**config.mk**
```make
export PLATFORM = sky130hd
export DESIGN_NAME = ascon_ti_masker
export DESIGN_NICKNAME = d
export VERILOG_FILES = /design/src/rtl/ascon_ti_masker.sv
export SDC_FILE = /design/constraint.sdc
export NUM_CORES = 1
export LEC_CHECK = 0
export ABC_CLOCK_PERIOD_IN_PS = 2100
export CORE_UTILIZATION = 40
export DETAILED_ROUTE_END_ITERATION = 6
export PLACE_DENSITY_LB_ADDON = 0.25
export RECOVER_POWER = 50
export SLEW_MARGIN = 20
export SYNTH_ARGS = -nofsm -noshare
export SYNTH_HDL_FRONTEND = slang
export SYNTH_SLANG_ARGS = --single-unit
```
**constraint.sdc**
```tcl
create_clock -name clk -period 2.1 [get_ports clk]
set_input_delay 0.21 -clock clk [delete_from_list [all_inputs] [get_ports clk]]
set_output_delay 0.21 -clock clk [all_outputs]
set_load 0.005 [all_outputs]
```
**src/rtl/ascon_ti_masker.sv**
```systemverilog
// Splits unmasked Ascon state words into three XOR shares (s0^s1^s2 == data)
// for a threshold-implementation S-box layer, using two xorshift64 PRNGs.
module ascon_ti_masker #(
  parameter int WORDS = 5
) (
  input  logic        clk,
  input  logic        rst_n,
  input  logic        seed_valid,
  input  logic [63:0] seed_a,
  input  logic [63:0] seed_b,
  output logic        seed_ready,
  input  logic        in_valid,
  input  logic [63:0] in_data,
  output logic        in_ready,
  output logic        out_valid,
  output logic [63:0] out_s0,
  output logic [63:0] out_s1,
  output logic [63:0] out_s2,
  output logic [2:0]  out_idx,
  output logic        out_last,
  input  logic        out_ready,
  input  logic        flush,
  output logic [0:0]  o_dbg_state
);

  localparam logic [63:0] RA_RST   = 64'h0123456789ABCDEF;
  localparam logic [63:0] RB_RST   = 64'hFEDCBA9876543210;
  localparam logic [0:0]  ST_IDLE  = 1'b0;
  localparam logic [0:0]  ST_FRAME = 1'b1;
  localparam logic [2:0]  LAST_IDX = 3'(WORDS - 1);

  logic [63:0] r_ra;
  logic [63:0] r_rb;
  logic [63:0] r_s0;
  logic [63:0] r_s1;
  logic [63:0] r_s2;
  logic [2:0]  r_cnt;
  logic [2:0]  r_idx;
  logic        r_last;
  logic        r_out_valid;
  logic [0:0]  r_state;

  logic        w_seed_ready;
  logic        w_in_ready;
  logic        w_seed_xfer;
  logic        w_in_xfer;
  logic [2:0]  w_cnt_nxt;
  logic [63:0] w_seed_a;
  logic [63:0] w_seed_b;

  function automatic logic [63:0] f_xorshift(input logic [63:0] x);
    logic [63:0] t;
    t = x ^ (x << 13);
    t = t ^ (t >> 7);
    t = t ^ (t << 17);
    return t;
  endfunction

  // Handshakes: a transfer happens on the rising edge where valid && ready;
  // ready never depends on the same channel's valid. flush blocks every
  // transfer, and a pending seed transfer blocks input transfers.
  assign w_seed_ready = (r_state == ST_IDLE) && !r_out_valid && !flush;
  assign w_in_ready   = (!r_out_valid || out_ready) && !(seed_valid && w_seed_ready) && !flush;
  assign w_seed_xfer  = seed_valid && w_seed_ready;
  assign w_in_xfer    = in_valid && w_in_ready;
  assign w_cnt_nxt    = (r_cnt == LAST_IDX) ? 3'd0 : r_cnt + 3'd1;

  // A zero seed would lock xorshift at zero forever.
  assign w_seed_a = (seed_a == 64'd0) ? RA_RST : seed_a;
  assign w_seed_b = (seed_b == 64'd0) ? RB_RST : seed_b;

  always_ff @(posedge clk or negedge rst_n) begin
    if (!rst_n) begin
      r_cnt   <= 3'd0;
      r_state <= ST_IDLE;
    end else if (flush) begin
      r_cnt   <= 3'd0;
      r_state <= ST_IDLE;
    end else if (w_in_xfer) begin
      r_cnt   <= w_cnt_nxt;
      r_state <= (w_cnt_nxt != 3'd0) ? ST_FRAME : ST_IDLE;
    end
  end

  always_ff @(posedge clk or negedge rst_n) begin
    if (!rst_n) begin
      r_ra <= RA_RST;
      r_rb <= RB_RST;
    end else if (flush) begin
      r_ra <= r_ra;
      r_rb <= r_rb;
    end else if (w_seed_xfer) begin
      r_ra <= w_seed_a;
      r_rb <= w_seed_b;
    end else if (w_in_xfer) begin
      r_ra <= f_xorshift(r_ra);
      r_rb <= f_xorshift(r_rb);
    end
  end

  // Single-entry output register; shares use the PRNG values before advance.
  always_ff @(posedge clk or negedge rst_n) begin
    if (!rst_n) begin
      r_out_valid <= 1'b0;
      r_s0        <= 64'd0;
      r_s1        <= 64'd0;
      r_s2        <= 64'd0;
      r_idx       <= 3'd0;
      r_last      <= 1'b0;
    end else if (flush) begin
      r_out_valid <= 1'b0;
    end else if (w_in_xfer) begin
      r_out_valid <= 1'b1;
      r_s0        <= in_data ^ r_ra ^ r_rb;
      r_s1        <= r_ra;
      r_s2        <= r_rb;
      r_idx       <= r_cnt;
      r_last      <= (r_cnt == LAST_IDX);
    end else if (out_ready) begin
      r_out_valid <= 1'b0;
    end
  end

  assign seed_ready  = w_seed_ready;
  assign in_ready    = w_in_ready;
  assign out_valid   = r_out_valid;
  assign out_s0      = r_s0;
  assign out_s1      = r_s1;
  assign out_s2      = r_s2;
  assign out_idx     = r_idx;
  assign out_last    = r_last;
  assign o_dbg_state = r_state;

endmodule

```
# Word level (Yosys, flattened, before mapping)
# Index checks and enable logic that the tools add are counted.
[totals]
ff_bits = 329
inputBits = 198
out_inout_bits = 200
elab_cells = 55
[op_classes]
n_addsub = 1
eq_ne = 1
muxes = 15
n_bitwise = 10
reduce_logical = 18
[op_table]
columns = ["operator", "n"]
rows = [
  ["64-bit two-way mux", 6],
  ["64-bit XOR", 6],
  ["64-bit zero test", 2],
  ["64-bit by 57-bit XOR with 64-bit output", 2],
  ["3-bit two-way mux", 3],
  ["1-bit logical AND", 6],
  ["1-bit two-way mux", 6],
  ["3-bit nonzero test", 2],
  ["2-bit AND reduction", 2],
  ["2-bit nonzero test", 2],
  ["3-bit by 1-bit adder with 3-bit output (second input constant)", 1],
  ["3-bit equality test (second input constant)", 1],
  ["1-bit zero test", 3],
  ["1-bit NOT", 2],
  ["1-bit logical OR", 1],
]

# Logic depth before layout (Yosys ltp)
# Gate-level depths: netlist of the first run.
[depth]
word_depth = 10
ltp_mapped = 8
mapped_depth_nobuf = 5

# Worst setup path before layout of the first run
# Ideal clock, no wire load.
[synth_timing]
path_kind = "register to register"
start = "register r_state, in the netlist o_dbg_state"
end = "register r_ra[11]"
setup_time_ps = 75
arrival_time_ps = 1833
required_ps = 2025
path_slack_ps = 192
stages_incl_launch_ff = 9
n_path_buf = 3
synth_period_minus_slack_ps = 1908
path_cell_list = "dfrtp_1 -> or4b_1 -> buf_2 -> nand4b_4 -> buf_8 -> buf_4 -> nor2_1 -> xnor2_1 -> a2bb2oi_1"
[synth_between]
elab_chain_len = 10
elab_cells_between_ends = 11
cone_classes = "mux (1); bitwise (1); reduce/logical (9)"
[synth_lines]
columns = ["item", "line", "rtl"]
rows = [
  ["from (decl)", "41", "logic [0:0] r_state;"],
  ["from (signal assigned)", "81", "r_state <= (w_cnt_nxt != 3'd0) ? ST_FRAME : ST_IDLE;"],
  ["1-bit NOT (*)", "62", "assign w_seed_ready = (r_state == ST_IDLE) && !r_out_valid && !flush;"],
  ["1-bit logical AND (*) (2 in a row)", "62", ""],
  ["1-bit logical AND (*)", "63, 64", ""],
  ["1-bit zero test", "63", "assign w_in_ready = (!r_out_valid || out_ready) && !(seed_valid && w_seed_ready) && !flush;"],
  ["1-bit logical AND (2 in a row)", "63", ""],
  ["1-bit logical AND", "65", "assign w_in_xfer = in_valid && w_in_ready;"],
  ["2-bit nonzero test (no source line)", "-", ""],
  ["2-bit AND reduction (no source line)", "-", ""],
  ["to (signal assigned)", "90", "r_ra <= r_ra;"],
  ["to (signal assigned)", "93", "r_ra <= w_seed_a;"],
  ["to (signal assigned)", "96", "r_ra <= f_xorshift(r_ra);"],
  ["to (decl)", "32", "logic [63:0] r_ra;"],
]
# Every way passes the cells marked *; elsewhere a longest branch is shown, timed or not.
# A chain may end at the register's enable or synchronous reset.

# Final worst setup path of the first run
[layout_timing]
start = "register r_out_valid, in the netlist out_valid"
end = "register r_rb[39]"
[layout_between]
elab_chain_len = 10
elab_cells_between_ends = 12
cone_classes = "mux (1); reduce/logical (11)"
[layout_lines]
columns = ["item", "line", "rtl"]
rows = [
  ["from (decl)", "40", "logic r_out_valid;"],
  ["from (signal assigned)", "104", "r_out_valid <= 1'b0;"],
  ["from (signal assigned)", "111", "r_out_valid <= 1'b0;"],
  ["from (signal assigned)", "113", "r_out_valid <= 1'b1;"],
  ["1-bit zero test (*)", "62, 63", ""],
  ["1-bit logical AND (2 in a row)", "62", ""],
  ["1-bit logical AND", "63, 64", ""],
  ["1-bit zero test", "63", ""],
  ["1-bit logical AND (2 in a row)", "63", ""],
  ["1-bit logical AND", "65", ""],
  ["2-bit nonzero test (no source line)", "-", ""],
  ["2-bit AND reduction (no source line)", "-", ""],
  ["to (signal assigned)", "91", "r_rb <= r_rb;"],
  ["to (signal assigned)", "94", "r_rb <= w_seed_b;"],
  ["to (signal assigned)", "97", "r_rb <= f_xorshift(r_rb);"],
  ["to (decl)", "33", "logic [63:0] r_rb;"],
]
# Marks and branches as above.

==> metrics.cfg, run 1 <==
[place]
dp.cells=3047
place.gp.congestion=0.953
port_buffers=397
dp_hpwl_um=56300
dp_worst_setup_slack_ns=-0.817

[yosys]
yosysWarnings=0
synth_most_common_cell=nand2_1
synthArstFlopShare=1.00
synth_area_um2=18400
synth.distinct_cells=54
synth_top_cell_area_share=0.360
synth_seq_cells=329
synth_flop_cell=dfrtp_1
synth-edff-count=0
synthTopCellsByCount=nand2_1 (506), xnor2_1 (317), dfrtp_1 (265)
ys_top_cells_by_area=dfrtp_1 (36%), xnor2_1 (15%), nand2_1 (10%)
synthCells=1946
synth.largest_area_cell=dfrtp_1
synth_area_per_cell_um2=9.46
ys_seq_area_frac=0.452
synth_nets=2146

[cells_and_area]
final_cell_count_no_fill=3134
final_layout_size_suffix_gt1_frac=0.195
fin_nets=2706
syn_to_final_growth_pct=44.5
fillCellCount=3911

[sta]
drv_slew=0
whs_ns=0.241
final-hold-violation-count=0
maxSlewHeadroom=0.395
post-route-min-period_ns=2.13
finalWorstSetupSlack_ns=-0.0348
rsz0062_at_grt=yes
clock_skew_ns=0.0216
finalSetupViolCount=10
fin_crit_sh=1.02
max_freq_mhz=468
worst_slew_pin_slew_ns=0.908

[drt]
drtPass1Iterations=7
final_antenna_net_count=0
vias_per_cell=5.31
drt_iter0_markers=1479
vias=16632
wl_per_cell_um=23.6
remaining_drc_errors=0
totalWireLength_um=73900

[flow_run]
maxCapViolCount=0

[die]
die_w_um=217
die_h_um=217
coreArea_um2=45400
io_pins=398
dieArea_um2=46900
start_util=0.406
rows=78

[pwr]
internal_power_mw=29.7
ir_drop_mv=0.773
seqPwrFrac=0.274
power.switching_mw=21.3
clockPowerShare=0.133
power_mw=50.9
power_frac_comb=0.593
switching_share=0.418
p_per_area_nw_per_um2=1920
cellLeakagePower_nw=11.6

[clock_network]
ctsHtreeMaxLevel=2
root_buffer=clkbuf_16
clock_latency_ns=0.57
clock-sinks=329
clk_pin_slew_worst_paths_ns=0.06
cts_tree=yes
cts_buffer_depth=3
numCtsBuffers=38

[setup_path]
crit_fanout=8
crit_arrival_ns=2.62
rr_worst_depth=7
worst-setup-path-type=reg -> reg
cp_data_required_time_ns=2.58
cp-start-kind=register
cp-end-kind=register

[grt]
first_global_vias=17076
grt_pass1_wl_um=107000
antenna_found_initial=3
grt_overflow=0
track_usage=0.310
grt_max_degree=76

[status]
outcome=finished, violations left
violations=negative setup slack

[hold_path]
min_delay_path_depth=3
hold_class=in -> reg

## registers in the layout, summed over array words and instances (netlist names)
signal       count
r_cnt            3
out_valid        1
o_dbg_state      1
out_s1          64
out_s2          64
out_idx          3
r_rb            64
out_last         1
r_ra            64
out_s0          64
## cell usage in the layout, fill, tap and decap left out, types with 18 or more instances in the layout
master / Yosys / final
nand2_1: 506 / 503
xnor2_1: 317 / 315
o21ai_0: 130 / 107
dfrtp_1: 265 / 264
xor2_1: 147 / 147
a21oi_1: 47 / 41
buf_12: 1 / 25
buf_4: 24 / 258
o21ai_1: 1 / 24
o21a_1: 18 / 18
dfstp_2: 64 / 64
clkbuf_16: 0 / 47
dlygate4sd3_1: 0 / 51
a2bb2oi_1: 20 / 18
nor2_1: 52 / 47
clkdlybuf4s50_1: 0 / 344
nor4_1: 32 / 28
## power by group through the flow
stage | logic, mW | clock network [mW] | registers, mW
3_5_place_dp | 29.4 | 0 | 13.9
4_1_cts | 29.6 | 6.88 | 13.9
5_1_grt | 32.4 | 7.10 | 14.2
2_1_floorplan | 20.4 | 0 | 11.3
6_report | 30.2 | 6.79 | 14.0
3_3_place_gp | 29.0 | 0 | 13.8
## path summary, 6_finish.rpt
| check | startpoint | endpoint | slack (ns) |
|---|---|---|---|
| worst max-delay path | out_valid | r_rb[39] | -0.03 |
| worst min-delay path | seed_b[8] | r_rb[8] | 0.24 |
| worst max register to register | out_valid | r_rb[39] | -0.03 |
| worst min register to register | out_s1[8] | out_s1[8] | 0.47 |
| max in group asynchronous | rst_n | out_s2[53] | 0.25 |
| min in group asynchronous | rst_n | out_s1[29] | 0.32 |
## through the flow
step	utilization	instance area, µm²	setup TNS [ns]
3_5_place_dp	0.544	24700	-74.87
3_3_place_gp	0.544	24700	-68.01
6_report	0.586	26600	-0.174
2_1_floorplan	-	18400	0
5_1_grt	0.586	26600	-2.05
4_1_cts	0.574	26100	-1.31
## area by class of cell
class	count	area, µm²	share of cell area
Sequential cell	329	8310	0.313
Multi-Input combinational cell	1427	9480	0.357
Clock inverter	12	115	0.00433
Clock buffer	55	1140	0.0428
Timing Repair Buffer	705	6770	0.255
Tap cell	600	751	0.0282
Antenna cell	1	2.50	0.0000941
Inverter	5	18.8	0.000706
## critical path, cell delays in order, from the launching register on
cell and delay (ns):
dfrtp_2 0.43, buf_6 0.13, or4b_4 0.59, nand4b_4 0.16, buf_12 0.18, nand2_8 0.10, clkbuf_16 0.19, o221a_2 0.26
## per-layer routing
| metal | GRT usage | part of all wire |
|---|---|---|
| met1 | 0.409 | 0.42 |
| met2 | 0.485 | 0.45 |
| met3 | 0.0762 | 0.088 |
| met4 | 0.129 | 0.042 |
| met5 | 0 | 0.00035 |
## kinds of logic (layout without fill, tap and decap cells)
| family | after synthesis | count (layout) | synth area share |
|---|---|---|---|
| and+or+nand+nor | 629 | 630 | 0.142 |
| AOI/OAI and AO/OA | 301 | 301 | 0.102 |
| muxes | 7 | 7 | 0.00381 |
| adders and majority gates | 2 | 2 | 0.00136 |
| xor gates and xnor gates | 487 | 487 | 0.249 |
| buffers and inverters | 191 | 777 | 0.0503 |
| other | 0 | 1 | 0 |
| DFF | 329 | 329 | 0.452 |
## what timing repair did
action | in CTS | in global routing
setup endpoints to repair | 56 | 197
cloned | 0 | 7
hold buffers | 1 | 0
pin swaps | 5 | 25
gates resized for setup | 17 | 91
hold endpoints to repair | 249 | 0
setup buffers | 4 | 7
Note: power is estimated with default switching activity, not from simulation.
==> run 2: changes to the inputs <==
--- a/config.mk
+++ b/config.mk
@@ -6,7 +6,10 @@
 export NUM_CORES = 1
 export LEC_CHECK = 0
 export ABC_CLOCK_PERIOD_IN_PS = 2100
-export CORE_UTILIZATION = 40
+export CAP_MARGIN = 20
+export CELL_PAD_IN_SITES_DETAIL_PLACEMENT = 0
+export CELL_PAD_IN_SITES_GLOBAL_PLACEMENT = 2
+export CORE_UTILIZATION = 31
 export DETAILED_ROUTE_END_ITERATION = 6
 export PLACE_DENSITY_LB_ADDON = 0.25
 export RECOVER_POWER = 50
==> run 2 against run 1 <==
The flow finishes with violations (max-capacitance violations, max-slew violations); first-iteration DRC count decreased by 29%; via count decreased by 4.5%; worst hold slack got worse by 0.20 ns; count of clock-buffer cells in the layout increased by 6; sequential power about the same; combinational power about the same; critical path depth increased by 1; power increased by 1.6%; clock power increased by 17%; largest cell class unchanged.
==> metrics.cfg, run 2 (synthesized netlist as in run 1, its figures left out) <==
[die]
start_util=0.317
die_h_um=246
coreArea_um2=58100
rows=88
dieArea_um2=60300
io_pins=398
die_w_um=246

[place]
dpl_cell_area_um2=25000
dp_worst_setup_slack_ns=-1.03
port_buffers=397
place.gp.congestion=0.916
dp_hpwl_um=62100

[drt]
drt_iter0_markers=1054
remaining_drc_errors=0
vias_per_cell=4.80
drtPass1Iterations=5
wl_per_cell_um=23.6
totalWireLength_um=78100
vias=15885
final_antenna_net_count=0

[sta]
final-hold-violation-count=0
maxSlewHeadroom=-0.0773
rsz0062_at_grt=yes
post-route-min-period_ns=2.08
fin_crit_sh=0.992
whs_ns=0.0414
drv_slew=58
clock_skew_ns=0.0206
worst_slew_pin_slew_ns=1.62
max_freq_mhz=480
finalSetupViolCount=0
finalWorstSetupSlack_ns=0.0158

[setup_path]
cp-start-kind=primary input
r2r-start=r_ra[30]
path_buf_inv=3
r2r_setup_slack_ns=0.07
path_delay_family=simple AND/OR/NAND/NOR gates
critPathSlowestCell=or4_4
crit_fanout=5
crit_arrival_ns=2.55
r2r_end=r_ra[40]
rr_worst_depth=5
worst-setup-path-type=in -> reg
cp-end-kind=register
crit_top_cell=buf_4
crit_start=seed_a[53]
cp_data_required_time_ns=2.56
crit_chain=clkdlybuf4s50_1, nor4_4, nand4_1, buf_4, or4_4, buf_4, nor3b_1, a311oi_1
worst_path_largest_cell_delay_ns=0.56
cp.depth=8
crit_end=r_ra[19]

[cells_and_area]
final_layout_size_suffix_gt1_frac=0.187
fin_util=0.459
syn_to_final_growth_pct=45.0
layout_commonest_cell=nand2_1
fin_nets=2706
fin_area_um2=26700
fillCellCount=5644
final_cell_mix=nand2_1 (506), xnor2_1 (317), clkdlybuf4s50_1 (291), buf_4 (268), dfrtp_1 (263)

[clock_network]
numCtsBuffers=43
root_buffer=clkbuf_16
cts_tree=yes
cts_buffer_depth=3
clock-sinks=329
clock_latency_ns=0.57
clk_pin_slew_worst_paths_ns=0.06
ctsHtreeMaxLevel=2

[pwr]
cellLeakagePower_nw=11.7
p_per_area_nw_per_um2=1940
ir_drop_mv=0.755
power_mw=51.8

[flow_run]
maxCapViolCount=1

[grt]
grt_overflow=0
grt_pass1_wl_um=114000
track_usage=0.259
grt_max_degree=59
antenna_found_initial=8
first_global_vias=16591

[status]
violations=max-capacitance violations, max-slew violations
outcome=finished, violations left

[hold_path]
hold_class=in -> reg
min_delay_path_depth=3

## run 2: worst min-delay path by stage
stage,start,endpoint
floorplan,rst_n,o_dbg_state
global placement,rst_n,out_s1[39]
detailed placement,rst_n,out_s1[39]
CTS,rst_n,out_s1[39]
global route,seed_b[27],r_rb[27]
finish,seed_b[27],r_rb[27]
## run 2: report_power, final
part	total (mW)	switching [mW]	internal (mW)	leakage [nW]
registers	13.8	4.03	9.76	3.92
logic	30.0	14.1	15.9	7.05
clock network	7.95	3.01	4.93	0.754
## run 2: per-stage QoR
stage                     instances  setup TNS (ns)
final                          3306               0
after global routing           3305         -0.0235
after CTS                      3303               0
after detailed placement       3222          -63.11
after global placement         3222          -63.19
after floorplan                1946               0
## run 2: final cells by class
class | instances | area [µm²] | share of cell area
Sequential cell | 329 | 8320 | 0.312
Clock inverter | 18 | 248 | 0.00928
Inverter | 5 | 18.8 | 0.000703
Multi-Input combinational cell | 1426 | 9290 | 0.348
Antenna cell | 1 | 2.50 | 0.0000938
Timing Repair Buffer | 701 | 6590 | 0.247
Tap cell | 765 | 957 | 0.0359
Clock buffer | 61 | 1270 | 0.0475
## run 2: worst min-delay path, cell delays in order
cell and delay, ns:
dlymetal6s2s_1 0.13, o22ai_1 0.11, a21oi_1 0.12
## run 2: what timing repair did
item,in CTS,in global routing
buffers inserted,2,1
resized for setup,13,20
hold buffers,1,1
hold endpoints to repair,46,1
endpoints found under the setup margin,63,19
pin swaps,3,8
## run 2: metal layers
layer  vias to the layer above  global-route usage  part of all wire  wire length (µm)
met4                        12              0.0694             0.024              1890
met2                       509               0.416              0.46             36200
met3                       103              0.0543             0.064              5020
met1                      7819               0.350              0.45             34900
met5                         -                   0            0.0011                84
li1                       7442                   -                 -                 -
